[config.mk]
export PLATFORM = sky130hd
export DESIGN_NAME = accel_core_buff
export DESIGN_NICKNAME = d
export VERILOG_FILES = /design/src/rtl/accel_core_pkg.sv /design/src/rtl/accel_core_buff_ram.sv /design/src/rtl/accel_core_buff.sv
export SDC_FILE = /design/constraint.sdc
export NUM_CORES = 1
export LEC_CHECK = 0
export CELL_PAD_IN_SITES_DETAIL_PLACEMENT = 0
export CELL_PAD_IN_SITES_GLOBAL_PLACEMENT = 2
export CORE_ASPECT_RATIO = 1.2
export CORE_UTILIZATION = 48
export DETAILED_ROUTE_END_ITERATION = 6
export GPL_TIMING_DRIVEN = 0
export PLACE_DENSITY = 0.84
export SLEW_MARGIN = 15
export SYNTH_ARGS = -nofsm -noshare
export SYNTH_HDL_FRONTEND = slang
export SYNTH_SLANG_ARGS = --single-unit
export TNS_END_PERCENT = 5
[constraint.sdc]
create_clock -name aclk -period 4.35 [get_ports aclk]
set_clock_uncertainty 0.1 [all_clocks]
set_input_delay 0.87 -clock aclk [delete_from_list [all_inputs] [get_ports aclk]]
set_output_delay 0.87 -clock aclk [all_outputs]
set_load 0.005 [all_outputs]
[src/rtl/accel_core_pkg.sv]
// Shared types and constants for the accelerator core: register-map word width,
// stream buffer depth and the status bundle the control map mirrors.
package accel_core_pkg;

  localparam int MMAP_WIDTH = 32;
  localparam int BUFF_DEPTH = 16;

  typedef logic [MMAP_WIDTH-1:0] buff_word_t;

  // Consumed by the control map as a single read-only field.
  typedef struct packed {
    logic full;
    logic empty;
    logic overflow;
  } buff_status_t;

  localparam logic [15:0] DROP_CNT_MAX = 16'hFFFF;

  function automatic logic [15:0] sat_inc16(input logic [15:0] value);
    return (value == DROP_CNT_MAX) ? value : value + 16'd1;
  endfunction

endpackage

[src/rtl/accel_core_buff_ram.sv]
// Simple dual-port storage for accel_core_buff: one synchronous write port and
// one asynchronous read port, kept apart from the pointer/flag logic.
module accel_core_buff_ram #(
  parameter int DATA_W = 32,
  parameter int DEPTH  = 16,
  parameter int PTR_W  = $clog2(DEPTH)
) (
  input  logic              aclk,
  input  logic              we,
  input  logic [PTR_W-1:0]  waddr,
  input  logic [DATA_W-1:0] wdata,
  input  logic [PTR_W-1:0]  raddr,
  output logic [DATA_W-1:0] rdata
);

  logic [DATA_W-1:0] mem [DEPTH];

  // NOTE: storage has no reset; occupancy lives in the pointers/count, so the
  // array maps onto plain RAM cells without a clear path.
  always_ff @(posedge aclk) begin
    if (we) begin
      mem[waddr] <= wdata;
    end
  end

  assign rdata = mem[raddr];

endmodule

[src/rtl/accel_core_buff.sv]
// Stream FIFO between the control register map and the core datapath:
// strobe writer, valid/ready first-word-fall-through reader, sticky overflow.
// Optional build macro ACCEL_CORE_BUFF_DROP_CNT_EN adds a saturating drop_cnt.
module accel_core_buff
  import accel_core_pkg::*;
#(
  parameter int DATA_W = $bits(buff_word_t),
  parameter int DEPTH  = BUFF_DEPTH,
  parameter int PTR_W  = $clog2(DEPTH)
) (
  input  logic              aclk,
  input  logic              areset,
  input  logic              wr_en,
  input  logic [DATA_W-1:0] wr_data,
  output logic              rd_valid,
  input  logic              rd_ready,
  output logic [DATA_W-1:0] rd_data,
  input  logic              flush,
  input  logic              ovf_clr,
  output logic              full,
  output logic              empty,
  output logic [PTR_W:0]    count,
  output logic              overflow
`ifdef ACCEL_CORE_BUFF_DROP_CNT_EN
  ,
  output logic [15:0]       drop_cnt
`endif
);

  localparam logic [PTR_W:0] DEPTH_CNT = (PTR_W+1)'(DEPTH);

  logic [PTR_W-1:0] wr_ptr;
  logic [PTR_W-1:0] rd_ptr;
  logic [PTR_W:0]   count_q;
  logic [PTR_W:0]   count_d;
  logic             overflow_q;
  buff_status_t     status;

  logic pop;
  logic push;
  logic ovf_set;

  // Flags come only from registered state so the control map sees no
  // combinational path from the handshake inputs.
  assign status.full     = (count_q == DEPTH_CNT);
  assign status.empty    = (count_q == '0);
  assign status.overflow = overflow_q;

  assign full     = status.full;
  assign empty    = status.empty;
  assign overflow = status.overflow;
  assign rd_valid = !status.empty;
  assign count    = count_q;

  // A pop at full frees the slot the same-cycle push lands in; flush
  // discards the push without counting it as a drop.
  assign pop     = rd_valid && rd_ready;
  assign push    = wr_en && (!status.full || pop) && !flush;
  assign ovf_set = wr_en && status.full && !pop && !flush;

  // NOTE: every combinational output gets a default first, so no path can
  // leave count_d unassigned and infer a latch.
  always_comb begin
    count_d = count_q;
    if (flush) begin
      count_d = '0;
    end else begin
      unique case ({push, pop})
        2'b10:   count_d = count_q + 1'b1;
        2'b01:   count_d = count_q - 1'b1;
        default: count_d = count_q;
      endcase
    end
  end

  // NOTE: sequential state uses non-blocking assignments so every register
  // samples pre-edge values regardless of statement order.
  always_ff @(posedge aclk or posedge areset) begin
    if (areset) begin
      wr_ptr  <= '0;
      rd_ptr  <= '0;
      count_q <= '0;
    end else if (flush) begin
      wr_ptr  <= '0;
      rd_ptr  <= '0;
      count_q <= '0;
    end else begin
      if (push) wr_ptr <= wr_ptr + PTR_W'(1);
      if (pop)  rd_ptr <= rd_ptr + PTR_W'(1);
      count_q <= count_d;
    end
  end

  // Set wins over clear so a drop in the clearing cycle is never lost.
  always_ff @(posedge aclk or posedge areset) begin
    if (areset) begin
      overflow_q <= 1'b0;
    end else if (ovf_set) begin
      overflow_q <= 1'b1;
    end else if (ovf_clr) begin
      overflow_q <= 1'b0;
    end
  end

`ifdef ACCEL_CORE_BUFF_DROP_CNT_EN
  always_ff @(posedge aclk or posedge areset) begin
    if (areset) begin
      drop_cnt <= '0;
    end else if (ovf_clr) begin
      drop_cnt <= ovf_set ? 16'd1 : 16'd0;
    end else if (ovf_set) begin
      drop_cnt <= sat_inc16(drop_cnt);
    end
  end
`endif

  accel_core_buff_ram #(
    .DATA_W (DATA_W),
    .DEPTH  (DEPTH),
    .PTR_W  (PTR_W)
  ) u_ram (
    .aclk  (aclk),
    .we    (push),
    .waddr (wr_ptr),
    .wdata (wr_data),
    .raddr (rd_ptr),
    .rdata (rd_data)
  );

endmodule

* After elaboration in Yosys (flattened, before gate mapping)
Memory sizes are Yosys's and may differ from the RTL's.
Index checks and enable logic that the tools add are counted.
** Cells by class
- Reductions and logical operators :: 16
- Equal/unequal tests :: 3
- Muxes and demuxes :: 10
- Add/subtract/negate cells :: 4
** Operators with widths (number)
- two-way mux 4 bit :: 4
- one-hot mux 5 bit (2 select lines) :: 1
- adder 4 x 1 -> 4 bit, second input constant :: 2
- logical AND 1 bit :: 6
- nonzero test 2 bit :: 3
- adder 5 x 1 -> 5 bit, second input constant :: 1
- == test 5 bit, second input constant :: 1
- logical NOT 5 bit :: 1
- two-way mux 5 bit :: 1
- subtractor 5 x 1 -> 5 bit, second input constant :: 1
- logical NOT 1 bit :: 4
- two-way mux 1 bit :: 4
- nonzero test 3 bit :: 1
- == test 2 x 1 -> 1 bit, second input constant :: 1
- == test 2 bit, second input constant :: 1
- logical OR 1 bit :: 1
** Storage, ports and cells
- RAM bits :: 512
- Memories kept :: 1
- Input bits :: 38
- Flip-flop bits (word level) :: 14
** Memories
- u_ram.mem :: depth 16, bits a word 32, read ports 1, clocked after memory_dff 0, wr ports 1, RTL line accel_core_buff_ram.sv:16 : logic [DATA_W-1:0] mem [DEPTH];

* Longest topological paths before layout
- Depth in word-level cells :: 9
- Depth in mapped cells :: 10
- Depth with buffers taken out :: 9

* Modules after synthesis
Synthesis repeated with hierarchy kept, for this count alone.
** Second synthesis, totals
- Cell total of the unflattened synthesis :: 900
- Area total of the unflattened synthesis :: 20151.8 µm²
** Modules (own cells, without submodules)
- accel_core_buff_ram :: area each 19213.4 µm², cells an instance 806, seq. area each 15374.7 µm², times used 1
- accel_core_buff :: area each 938.4 µm², cells an instance 94, seq. area each 350.3 µm², times used 1

* Worst setup path after synthesis
Ideal clock, no wire load.
- Kind :: input to register
- Start point :: in flush
- End point :: mem u_ram.mem[3][0] (enable)
- Data arrival time :: 3581 ps
- Cell stages on the path :: 4
- Buffers on the path :: 0
- Path slack :: 208 ps
- Required time :: 3789 ps
- Cell sequence :: nand2b_1 -> o21ba_2 -> nand2_1 -> nor3_1
** On the way
- Cells in the longest elaborated chain, start to end :: 4
** Ends and longest elaborated chain
- start: declaration :: RTL line accel_core_buff.sv:18 : input logic flush,
- logical NOT 1 bit :: RTL line accel_core_buff.sv:58 : assign push = wr_en && (!status.full || pop) && !flush;
- logical AND 1 bit :: RTL line accel_core_buff.sv:58
- two-way mux 1 bit :: RTL line accel_core_buff_ram.sv:21 : if (we) begin
- two-way mux 1 bit (implied by the code) :: RTL line accel_core_buff_ram.sv:22 : mem[waddr] <= wdata;
- end: declaration :: RTL line accel_core_buff_ram.sv:16
No other way between the ends.

* Worst setup path after layout
- Start point :: reg rd_ptr[1]
- End point :: out rd_data[0]
** On the way
- Cells in the longest elaborated chain, start to end :: 1
** Ends and longest elaborated chain
- start: declaration :: RTL line accel_core_buff.sv:33 : logic [PTR_W-1:0] rd_ptr;
- start signal: assignment :: RTL line accel_core_buff.sv:89 : if (pop) rd_ptr <= rd_ptr + PTR_W'(1);
- memory (16 x 32 bit)
- end: declaration :: RTL line accel_core_buff.sv:17 : output logic [DATA_W-1:0] rd_data,
No other way between the ends.

==> results.cfg <==
[cts]
cts_buffer_count = 49
cts_post_setup_buffers_inserted = 0
clkLatencyLatePin_ps = 550
cts.reportedPaths.clkPinSlew_ps = 60
number_of_h_tree_levels = 2
cts-root-buf = clkbuf_16
clock_sinks = 526
cts_hold_repair.buffers = 0
cts-root-to-sink-buffers = 3
post_cts_resized = 0
cts_tree = yes

[finish]
mostFrequentLayoutCells = edfxtp_1, mux4_2, clkdlybuf4s50_1
area_delta_synth_final_pct = 17.5
fraction_of_layout_cells_with_a_size_suffix_above_1 = 0.236
postLayoutCellArea_um2 = 23700
fin_nets = 1117
layout_commonest_cell = edfxtp_1
antenna-diode-count = 0

[grt]
grt_start_max_net_pins = 22
grt-ovfl-total = 0
first_pass_grt_wire_length_um = 63300
globalRouteTotalUtil = 0.204
antenna_found_initial = 1
first_global_vias = 10000

[setup_path]
timing.critical_path.arrival_ps = 3290
crit_fanout = 10
critPathCapture = rd_data[0]
cp_launch_point = rd_ptr[1]$_DFFE_PP0P_
worst_r2r_endpoint = u_ram.mem[1][9]$_DFFE_PP_
r2r_slack_ps = 1410
critical_path.startpoint_type = register
critPathRequiredTime_ps = 3380
timing_worst_setup_path_type = reg2out
crit-reg2reg-launch = count[4]$_DFFE_PP0P_
depth_of_the_worst_register_to_register_path = 7
cp-end-kind = output pin

[timing]
tightest_slew_ps = 954
timing.final.crit_share = 0.978
setup_viol_count_final = 0
slew_violations = 0
timing.final.crit_period_ps = 4260
fin_setup_tns_ps = 0
timing.slew.headroom = 0.361
setup_repair_after_global_routing_missed_its_margin = false
timing.fmax_mhz = 235
hold_viol_final = 0

[placement]
dp_hpwl_um = 27000
port_buffers = 78
gp_congestion = 0.719
post_dp_cell_area_um2 = 22200

[floorplan]
initial_utilization = 0.491
std_cell_rows = 81
placeableCoreArea_um2 = 41100
floorplan.die.height_um = 227
die_w_um = 189
io_pins = 79
die_area_um2 = 42900

[pwr]
leakage_nw = 7.46
irDropWorstVdd_mv = 0.321
power_density_nw_per_um2 = 505

[drt]
drt-wirelength-per-cell_um = 25.6
drt-vias-per-instance = 5.88
dr_total_vias = 9698
detail_route.drc_violations = 0
drtPass1Iterations = 5
detail_route.iter0.violations = 896
drt-total-wl_um = 42200
detail-route-antenna-nets = 0

[yosys]
flops_latches_synth = 526
synthTopCellsByArea = edfxtp_1, mux4_2, a22oi_1
synth_top_area_frac = 0.761
synth_cells = 912
synth_area_in_simple_gates = 0.0205
post-synth-top-area-cell = edfxtp_1
synthesis.nets = 959
synthDistinctLibCells = 44
synth_top_family_by_area = multiplexers
netlist_area_um2 = 20200
synth-xor-area-share = 0.00260
synth_compound_gate_area_share = 0.0334
post_synth_mux_area_share = 0.145
synth-seq-area-share = 0.778
post_synth_fa_ha_maj_area_fraction = 0.00595
mean_instance_size_in_the_synthesized_netlist_um2 = 22.2
ys_warn_count = 0

[status]
run_status = completed

[hold_path]
hold_class = reg2reg

[run]
number_of_violations_of_the_max_capacitance_limit = 0
[cells by family (layout without fill, tap and decap cells)]
family / after synthesis / count (layout)
DFF: 526 / 526
adders and majority gates: 9 / 9
muxes: 132 / 132
buffers and inverters: 60 / 258
AOI/OAI and AO/OA: 89 / 89
xor gates and xnor gates: 6 / 6
and+or+nand+nor: 90 / 90
[final cells by class]
cell class,instances,area (um^2)
fillers,3021,17400
flip-flops and latches,526,15700
clock buffers,69,1340
clock inverters,22,208
repair buffers,107,1200
inverters,11,41.3
well taps,539,674
plain buffers,49,250
multi-input cells,326,4300
[per-stage QoR]
step	worst slack, ps	cells	power [mW]	utilization	hold WS (ps)
5_1_grt	5.22	1649	12.5	0.577	474
2_1_floorplan	208	912	7.19	-	423
3_5_place_dp	405	1558	8.02	0.539	442
4_1_cts	61.3	1649	12.1	0.577	451
6_report	94.0	1649	12.0	0.577	442
3_3_place_gp	-3350	1529	7.97	0.526	424
[how the worst min path moves through the flow]
| stage | start | end | slack [ps] | cells after the start |
|---|---|---|---|---|
| finish | overflow$_DFFE_PP0P_ | overflow$_DFFE_PP0P_ | 440 | 2 |
| global route | overflow$_DFFE_PP0P_ | overflow$_DFFE_PP0P_ | 470 | 2 |
| CTS | overflow$_DFFE_PP0P_ | overflow$_DFFE_PP0P_ | 450 | 2 |
| floorplan | overflow$_DFFE_PP0P_ | overflow$_DFFE_PP0P_ | 420 | 2 |
| detailed placement | overflow$_DFFE_PP0P_ | overflow$_DFFE_PP0P_ | 440 | 2 |
| global placement | overflow$_DFFE_PP0P_ | overflow$_DFFE_PP0P_ | 420 | 2 |
[per-layer routing]
layer  vias to the layer above  wire length, um  GRT usage
met5                         -               10          0
met4                         2             1110     0.0692
met3                        66             2250     0.0286
met2                       341            21500      0.345
met1                      5133            17200      0.274
li1                       4156                -          -
[sequential cells by signal (all words and copies together) (netlist names)]
name and flops:
overflow 1, wr_ptr 4, u_ram.mem 512, rd_ptr 4, count 5
[report_power, final]
part           switching, mW  total (mW)  internal, mW
registers             0.0566        5.70          5.64
clock network           1.74        4.14          2.39
logic                   1.04        2.17          1.13
[synthesized netlist by cell type]
cell	n
o21ai_0	3
xnor2_1	2
a21o_1	1
buf_1	9
o22a_1	1
o211ai_1	3
nor2_1	24
xor2_1	4
ha_1	8
nand2_1	38
buf_4	6
nor4_4	1
nor3_1	7
fa_1	1
or4_4	1
nand3_1	5
mux2i_1	3
o32ai_1	1
a22oi_1	64
dfrtp_1	14
or3_1	1
o22ai_1	1
inv_1	11
nor2b_1	4
nor3b_1	1
a21oi_1	4
edfxtp_1	512
a31oi_1	1
clkbuf_1	24
and3_1	1
a211oi_1	1
o21ai_2	1
buf_6	5
a2111o_1	1
o211ai_2	1
o21ai_4	1
o311a_1	1
mux2_2	1
nand2b_1	6
and2_1	1
mux4_2	128
buf_2	5
o21ba_2	1
o21a_1	3
[worst max-delay path: stages (launching register included)]
cell             delay (ps)
dfrtp_1                 480
buf_2                   260
buf_1                   680
mux4_2                  420
a22oi_1                 280
nand2_1                 140
clkdlybuf4s50_1         470
Power figures use the tool's default switching activity.
